[src/rtl/kamus_ctrl.sv]
// kamus_ctrl: multi-cycle control FSM for a small RISC-V core (fetch/decode/exec/mem/trap).
// Optional bus-timeout trap enabled by defining KAMUS_BUS_TIMEOUT_EN.
package kamus_pkg;
  typedef enum logic [4:0] {
    OP_INVALID = 5'd0,
    OP_LUI     = 5'd1,
    OP_AUIPC   = 5'd2,
    OP_JAL     = 5'd3,
    OP_JALR    = 5'd4,
    OP_BEQ     = 5'd5,
    OP_BNE     = 5'd6,
    OP_BLT     = 5'd7,
    OP_BGE     = 5'd8,
    OP_BLTU    = 5'd9,
    OP_BGEU    = 5'd10,
    OP_LOAD    = 5'd11,
    OP_STORE   = 5'd12,
    OP_ADD     = 5'd13,
    OP_SUB     = 5'd14,
    OP_AND     = 5'd15,
    OP_OR      = 5'd16,
    OP_XOR     = 5'd17,
    OP_SLL     = 5'd18,
    OP_SRL     = 5'd19,
    OP_SRA     = 5'd20,
    OP_SLT     = 5'd21,
    OP_SLTU    = 5'd22,
    OP_FENCE   = 5'd23,
    OP_FENCE_I = 5'd24,
    OP_ECALL   = 5'd25,
    OP_EBREAK  = 5'd26
  } operation_e;
endpackage

module kamus_ctrl
  import kamus_pkg::*;
#(
  parameter int unsigned TIMEOUT_CYCLES = 16
) (
  input  logic       clk_i,
  input  logic       rst_i,
  output logic       instr_req_o,
  input  logic       instr_gnt_i,
  input  logic       instr_rvalid_i,
  input  operation_e operation_i,
  input  logic       immediate_used_i,
  input  logic       branch_taken_i,
  output logic       data_req_o,
  output logic       data_we_o,
  input  logic       data_gnt_i,
  input  logic       data_rvalid_i,
  output logic       ir_we_o,
  output logic       pc_we_o,
  output logic [1:0] pc_sel_o,
  output logic       rf_we_o,
  output logic       alu_b_imm_o,
  output logic       trap_o,
  output logic [3:0] trap_cause_o,
  output logic [2:0] state_o
);

  typedef enum logic [2:0] {
    S_FETCH  = 3'd0,
    S_WAIT_I = 3'd1,
    S_DECODE = 3'd2,
    S_EXEC   = 3'd3,
    S_MEM    = 3'd4,
    S_WAIT_D = 3'd5,
    S_TRAP   = 3'd6
  } state_e;

  generate
    if (TIMEOUT_CYCLES < 2 || TIMEOUT_CYCLES > 255) begin : g_bad_timeout
      $error("TIMEOUT_CYCLES out of range 2..255");
    end
  endgenerate

  state_e      state_r, state_nxt_s;
  logic [3:0]  cause_r, cause_nxt_s;
  logic        is_store_r, is_store_nxt_s;

  logic        instr_req_s, data_req_s, data_we_s, ir_we_s, pc_we_s;
  logic [1:0]  pc_sel_s;
  logic        rf_we_s, alu_b_imm_s, trap_s;
  logic [3:0]  trap_cause_s;
  logic        timeout_s;

`ifdef KAMUS_BUS_TIMEOUT_EN
  logic [7:0] cnt_r;
  localparam logic [7:0] TIMEOUT_LAST = 8'(TIMEOUT_CYCLES - 1);

  // Wait-cycle counter: cleared on entry to a wait state, counts while waiting.
  always_ff @(posedge clk_i or posedge rst_i) begin
    if (rst_i) begin
      cnt_r <= 8'd0;
    end else if ((state_nxt_s == S_WAIT_I || state_nxt_s == S_WAIT_D) && state_nxt_s != state_r) begin
      cnt_r <= 8'd0;
    end else if (state_r == S_WAIT_I || state_r == S_WAIT_D) begin
      cnt_r <= cnt_r + 8'd1;
    end else begin
      cnt_r <= cnt_r;
    end
  end

  assign timeout_s = (cnt_r == TIMEOUT_LAST);
`else
  assign timeout_s = 1'b0;
`endif

  // State, trap cause and latched memory direction.
  always_ff @(posedge clk_i or posedge rst_i) begin
    if (rst_i) begin
      state_r    <= S_FETCH;
      cause_r    <= 4'd0;
      is_store_r <= 1'b0;
    end else begin
      state_r    <= state_nxt_s;
      cause_r    <= cause_nxt_s;
      is_store_r <= is_store_nxt_s;
    end
  end

  // Next-state and per-state strobes; operation_i is only looked at in DECODE/EXEC.
  always_comb begin
    state_nxt_s    = state_r;
    cause_nxt_s    = cause_r;
    is_store_nxt_s = is_store_r;
    instr_req_s    = 1'b0;
    data_req_s     = 1'b0;
    data_we_s      = 1'b0;
    ir_we_s        = 1'b0;
    pc_we_s        = 1'b0;
    pc_sel_s       = 2'b00;
    rf_we_s        = 1'b0;
    alu_b_imm_s    = 1'b0;
    trap_s         = 1'b0;
    trap_cause_s   = 4'd0;
    case (state_r)
      S_FETCH: begin
        instr_req_s = 1'b1;
        if (instr_gnt_i) begin
          state_nxt_s = S_WAIT_I;
        end else begin
          state_nxt_s = S_FETCH;
        end
      end
      S_WAIT_I: begin
        if (instr_rvalid_i) begin
          ir_we_s     = 1'b1;
          state_nxt_s = S_DECODE;
        end else if (timeout_s) begin
          cause_nxt_s = 4'd1;
          state_nxt_s = S_TRAP;
        end else begin
          state_nxt_s = S_WAIT_I;
        end
      end
      S_DECODE: begin
        case (operation_i)
          OP_INVALID: begin cause_nxt_s = 4'd2;  state_nxt_s = S_TRAP; end
          OP_ECALL:   begin cause_nxt_s = 4'd11; state_nxt_s = S_TRAP; end
          OP_EBREAK:  begin cause_nxt_s = 4'd3;  state_nxt_s = S_TRAP; end
          default:    state_nxt_s = S_EXEC;
        endcase
      end
      S_EXEC: begin
        alu_b_imm_s = immediate_used_i;
        state_nxt_s = S_FETCH;
        case (operation_i)
          OP_LOAD, OP_STORE: begin
            is_store_nxt_s = (operation_i == OP_STORE);
            state_nxt_s    = S_MEM;
          end
          OP_BEQ, OP_BNE, OP_BLT, OP_BGE, OP_BLTU, OP_BGEU: begin
            pc_we_s  = 1'b1;
            pc_sel_s = branch_taken_i ? 2'b01 : 2'b00;
          end
          OP_JAL, OP_JALR: begin
            rf_we_s  = 1'b1;
            pc_we_s  = 1'b1;
            pc_sel_s = 2'b01;
          end
          OP_FENCE, OP_FENCE_I: begin
            pc_we_s = 1'b1;
          end
          default: begin
            rf_we_s = 1'b1;
            pc_we_s = 1'b1;
          end
        endcase
      end
      S_MEM: begin
        data_req_s = 1'b1;
        data_we_s  = is_store_r;
        if (data_gnt_i) begin
          state_nxt_s = S_WAIT_D;
        end else begin
          state_nxt_s = S_MEM;
        end
      end
      S_WAIT_D: begin
        if (data_rvalid_i) begin
          pc_we_s     = 1'b1;
          rf_we_s     = ~is_store_r;
          state_nxt_s = S_FETCH;
        end else if (timeout_s) begin
          cause_nxt_s = is_store_r ? 4'd7 : 4'd5;
          state_nxt_s = S_TRAP;
        end else begin
          state_nxt_s = S_WAIT_D;
        end
      end
      S_TRAP: begin
        trap_s       = 1'b1;
        trap_cause_s = cause_r;
        pc_we_s      = 1'b1;
        pc_sel_s     = 2'b10;
        state_nxt_s  = S_FETCH;
      end
      default: begin
        state_nxt_s = S_FETCH;
      end
    endcase
  end

  // Outputs are forced low while reset is held, without waiting for a clock.
  assign instr_req_o  = instr_req_s & ~rst_i;
  assign data_req_o   = data_req_s & ~rst_i;
  assign data_we_o    = data_we_s & ~rst_i;
  assign ir_we_o      = ir_we_s & ~rst_i;
  assign pc_we_o      = pc_we_s & ~rst_i;
  assign pc_sel_o     = rst_i ? 2'b00 : pc_sel_s;
  assign rf_we_o      = rf_we_s & ~rst_i;
  assign alu_b_imm_o  = alu_b_imm_s & ~rst_i;
  assign trap_o       = trap_s & ~rst_i;
  assign trap_cause_o = rst_i ? 4'd0 : trap_cause_s;
  assign state_o      = state_r;

endmodule

[config.mk]
export PLATFORM = sky130hd
export DESIGN_NAME = kamus_ctrl
export DESIGN_NICKNAME = d
export VERILOG_FILES = /design/src/rtl/kamus_ctrl.sv
export SDC_FILE = /design/constraint.sdc
export NUM_CORES = 1
export LEC_CHECK = 0
export CAP_MARGIN = 20
export CORE_UTILIZATION = 37
export CTS_CLUSTER_SIZE = 28
export DETAILED_ROUTE_END_ITERATION = 6
export PLACE_DENSITY = 0.74
export SYNTH_ARGS = -nofsm -noshare
export SYNTH_HDL_FRONTEND = slang
export SYNTH_SLANG_ARGS = --single-unit
export TNS_END_PERCENT = 50
[constraint.sdc]
create_clock -name clk_i -period 1.6 [get_ports clk_i]
set_input_delay 0.32 -clock clk_i [delete_from_list [all_inputs] [get_ports clk_i]]
set_output_delay 0.32 -clock clk_i [all_outputs]
set_load 0.01 [all_outputs]
* Word-level counts from Yosys, hierarchy flattened
Cells that the tools add are included.
Operators by class: muxes and demuxes 27, reductions and logical operators 10, bitwise logic cells 10, equal/unequal tests 20
Operators with widths (number):
- 5-bit by 4-bit equality test with 1-bit output (second input constant) | 5
- 5-bit by 3-bit equality test with 1-bit output (second input constant) | 4
- 5-bit equality test (second input constant) | 4
- 3-bit case mux with 6 select lines | 1
- 1-bit two-way mux | 14
- 4-bit case mux with 3 select lines | 1
- 10-bit OR reduction | 1
- 3-bit equality test (second input constant) | 3
- 3-bit two-way mux | 3
- 1-bit AND | 8
- 4-bit two-way mux | 2
- 3-bit by 2-bit equality test with 1-bit output (second input constant) | 2
- 6-bit OR reduction | 1
- 5-bit by 2-bit equality test with 1-bit output (second input constant) | 1
- 5-bit logical NOT | 1
- 2-bit two-way mux | 2
- 1-bit case mux with 2 select lines | 2
- 2-bit case mux with 2 select lines | 1
- 2-bit AND reduction | 2
- 2-bit OR reduction | 2
- 3-bit by 1-bit equality test with 1-bit output (second input constant) | 1
- 3-bit logical NOT | 1
- 1-bit case mux with 3 select lines | 1
- 3-bit nonzero test | 1
- 2 further kinds | 3
Storage, ports and cells: register bits 8, output and inout bits 17, input bits 13, word-level logic and storage cells 70

* Depth between registers and ports, before layout
depth after elaboration 5, mapped depth 5

* Worst setup path after synthesis
Ideal clock, no wire load.
path kind register -> output, start reg state_r[1], in the netlist state_o[1], end out rf_we_o, setup slack -0.107 ns, cell stages (with the launch flop) 5, path buffers 1, data arrival time 1.387 ns, cell sequence dfrtp_1 -> clkbuf_1 -> nand3b_1 -> a2111oi_0 -> o21a_1
Between the ends: word-level cells in the longest chain between the ends 3, elaborated cells on any way between the ends 4, those cells by class eq/ne (2); mux (1); bitwise (1)
Ends and longest elaborated chain:
- from (decl) | RTL line 78 | state_e state_r, state_nxt_s;
- from (signal assigned) | RTL line 117 | state_r <= state_nxt_s;
- 3-bit equality test or 3-bit by 2-bit equality test with 1-bit output (tied branches) | RTL line 138 | case (state_r)
- 1-bit case mux with 2 select lines * | RTL line 138
- 1-bit AND * | RTL line 233 | assign rf_we_o = rf_we_s & ~rst_i;
- to (decl) | RTL line 55 | output logic rf_we_o,
Mark *: on every way between the ends. The rest lies on a longest branch, timed or not.

* Worst setup path in the final report
start reg state_r[2], in the netlist state_o[2], end out pc_we_o
Between the ends: word-level cells in the longest chain between the ends 3, elaborated cells on any way between the ends 5, those cells by class eq/ne (3); mux (1); bitwise (1)
Ends and longest elaborated chain:
- 3-bit equality test or 3-bit by 2-bit equality test with 1-bit output (tied branches) | RTL line 138
- 1-bit case mux with 3 select lines * | RTL line 138
- 1-bit AND * | RTL line 231 | assign pc_we_o = pc_we_s & ~rst_i;
- to (decl) | RTL line 53 | output logic pc_we_o,
Marked as above.

==> impl_metrics.ini <==
[floorplan]
core_sq_mm = 0.00175
die_width_microns = 45.6
die_h_microns = 45.6
ios = 30
design.die.area_sq_mm = 0.00208
rows = 15
initial_core_util = 0.402

[pwr]
p_switching_mw = 0.514
clkPwrFrac = 0.134
p_leak_nw = 0.651
p_total_mw = 1.27
p_seq_frac = 0.213
vdd_drop_max_mv = 0.509
power.internal_mw = 0.760
p_sw_frac = 0.404
power_frac_comb = 0.653
power.density_mw_per_mm2 = 905

[critical_path]
crit_arrival_ns = 1.53
rr_startpoint = state_o[0]
worstSetupEndpoint = pc_we_o
worstSetupPathType = reg -> out
crit_path_end_kind = primary output
cp.required_ns = 1.28
startpoint = state_o[2]
reg2reg_slack_ns = 0.02
rr_endpoint = cause_r[0]
worst-r2r-cell-count = 7
start_kind = flop
cp_max_fo = 13

[placement]
hpwl_mm = 1.73
placedCellCount = 163
portBuffers = 28
place_congestion = 0.836

[drt]
drt-total-wl_mm = 2.94
drtPass1Iterations = 4
wire_per_inst_microns = 16.9
vias_per_cell = 5.58
num_vias = 971
drc_errors = 0
ant_nets = 0
drt-initial-drc-count = 22

[clock_network]
root_buffer = clkbuf_4
cts_tree = yes
clock-sinks = 7
cts_max_path_buffers = 2
holdBufCountCts = 0
clkTransAtPathRegs_ns = 0.06
htreeDepth = 1
cts_made_buffers = 3
clock_latency_ns = 0.26

[logic_synthesis]
synth_cell_types = 40
synth_compound_area_frac = 0.251
mappedNetlistArea_sq_um = 702
syn_nets = 101
synth_edf_count = 0
synthArstFlopShare = 1.00
synth_area_leaders = dfrtp_1 (25%), nand2_1 (4.3%), and3b_1 (3.7%)
synth_area_per_cell_sq_um = 7.98
synth.top_cells.by_count = nand2_1 (8), dfrtp_1 (7), nor2_1 (6), inv_1 (4), nor2b_1 (4)
synth.most_common_cell = nand2_1
syn_inst = 88
synth_fa_ha_area_frac = 0.0160
yosysWarnings = 0
yosysSeqAreaShare = 0.250
synth_top_area_cell = dfrtp_1
synth-xor-area-share = 0
yosys.area_share.simple = 0.346
synth-main-ff-cell = dfrtp_1
synth_mux_area_frac = 0.0143
ys_ff_latch = 7
synth_top_area_frac = 0.250
synth_top_family_by_area = simple AND/OR/NAND/NOR gates

[status]
outcome = finished with violations
violations = setup timing

[finish]
final_util = 0.806
fin_cells = 174
drive_above_1_share = 0.577
fin_nets = 163
area_growth_pct = 101
n_antenna_cell = 0

[sta]
worst_hold_slack_ns = 0.419
fin_ws_ns = -0.252
fin_crit_ns = 1.85
min_period_over_period = 1.16
max_freq_mhz = 540
rsz0062_at_grt = yes
setup_violations = 8
slew_viol_final = 0
clock_skew_ns = 0.00271
final_hold_viol_count = 0

[global_routing]
grt_max_degree = 14
antenna_found_initial = 0
grt_pass1_wl_mm = 4.44
grt-ovfl-total = 0
grt_pass1_vias = 949
track_usage = 0.302

[job]
cap_violations = 0

[hold_path]
min_path_type = in -> async
[per-layer routing]
| metal | global-route usage | vias to the layer above | routed length, microns |
|---|---|---|---|
| met1 | 0.330 | 469 | 1140 |
| met3 | 0.0278 | 12 | 107 |
| li1 | - | 445 | - |
| met2 | 0.571 | 45 | 1610 |
| met5 | 0 | - | 0 |
| met4 | 0.145 | 0 | 82 |
[layout by cell type (no fill, tap or decap), types with 2 or more instances in the layout]
master / instances
buf_6: 11
buf_8: 2
a21oi_2: 2
and2_4: 2
clkdlybuf4s15_2: 2
nand2b_1: 3
buf_4: 32
nor3_1: 3
o21a_1: 3
clkdlybuf4s50_1: 5
buf_2: 9
and3_1: 2
inv_1: 3
dlygate4sd2_1: 5
nand2_1: 5
and3b_1: 2
o211ai_1: 3
dfrtp_1: 7
a2111oi_4: 3
nor2b_4: 2
clkbuf_4: 3
nor2_1: 5
nand2_2: 3
[power by group through the flow]
stage | Sequential (mW) | Combinational, mW | Clock [mW]
floorplan | 0.277 | 0.318 | 0
global route | 0.277 | 0.885 | 0.185
global placement | 0.260 | 0.676 | 0
CTS | 0.266 | 0.747 | 0.173
finish | 0.271 | 0.832 | 0.171
detailed placement | 0.264 | 0.696 | 0
[critical path, stage by stage (launching register included)]
cell             delay (ns)
dfrtp_1                0.34
buf_4                  0.20
and3b_2                0.26
a22oi_2                0.20
nor2_1                 0.06
clkdlybuf4s15_2        0.22
[flip-flops by register name, indices dropped and copies added (netlist names)]
signal and count:
is_store_r 1, cause_r 3, state_o 3
[timing repair]
action,CTS,global route
buffers inserted,9,2
setup endpoints to repair,21,16
pin swaps,16,5
gates cloned,0,0
gates resized for setup,107,14
[logic make-up after synthesis]
kind of cell	count (synthesis)
multiplexers	1
AND/OR/NAND/NOR	41
buffers and inverters	15
AO/OA/AOI/OAI	22
other	1
flip-flops	7
adder cells (fa/ha/maj)	1
[layout make-up]
type | count | area (sq um)
tap | 25 | 31.3
clock buffer | 4 | 26.3
multi-input combinational | 66 | 588
sequential | 7 | 175
timing repair buffer | 67 | 566
fill | 125 | 338
inverter | 5 | 21.3
[worst min-delay path by stage]
stage | slack, ns | startpoint | depth (start not counted) | endpoint
6_report | 0.42 | rst_i | 4 | is_store_r
4_1_cts | 0.41 | rst_i | 4 | is_store_r
5_1_grt | 0.44 | rst_i | 4 | is_store_r
3_3_place_gp | 0.45 | cause_r[1] | 1 | cause_r[1]
2_1_floorplan | 0.14 | rst_i | 1 | cause_r[0]
3_5_place_dp | 0.46 | cause_r[1] | 1 | cause_r[1]
[metrics by stage]
step	setup TNS (ns)	instance area [sq um]	setup WS, ns
CTS	-1.17	1360	-0.218
global placement	-8.74	1220	-1.01
finish	-1.29	1410	-0.252
floorplan	-0.0205	727	-0.0205
detailed placement	-9.24	1220	-1.03
global route	-1.77	1410	-0.306
(Power assumes the default switching activity.)
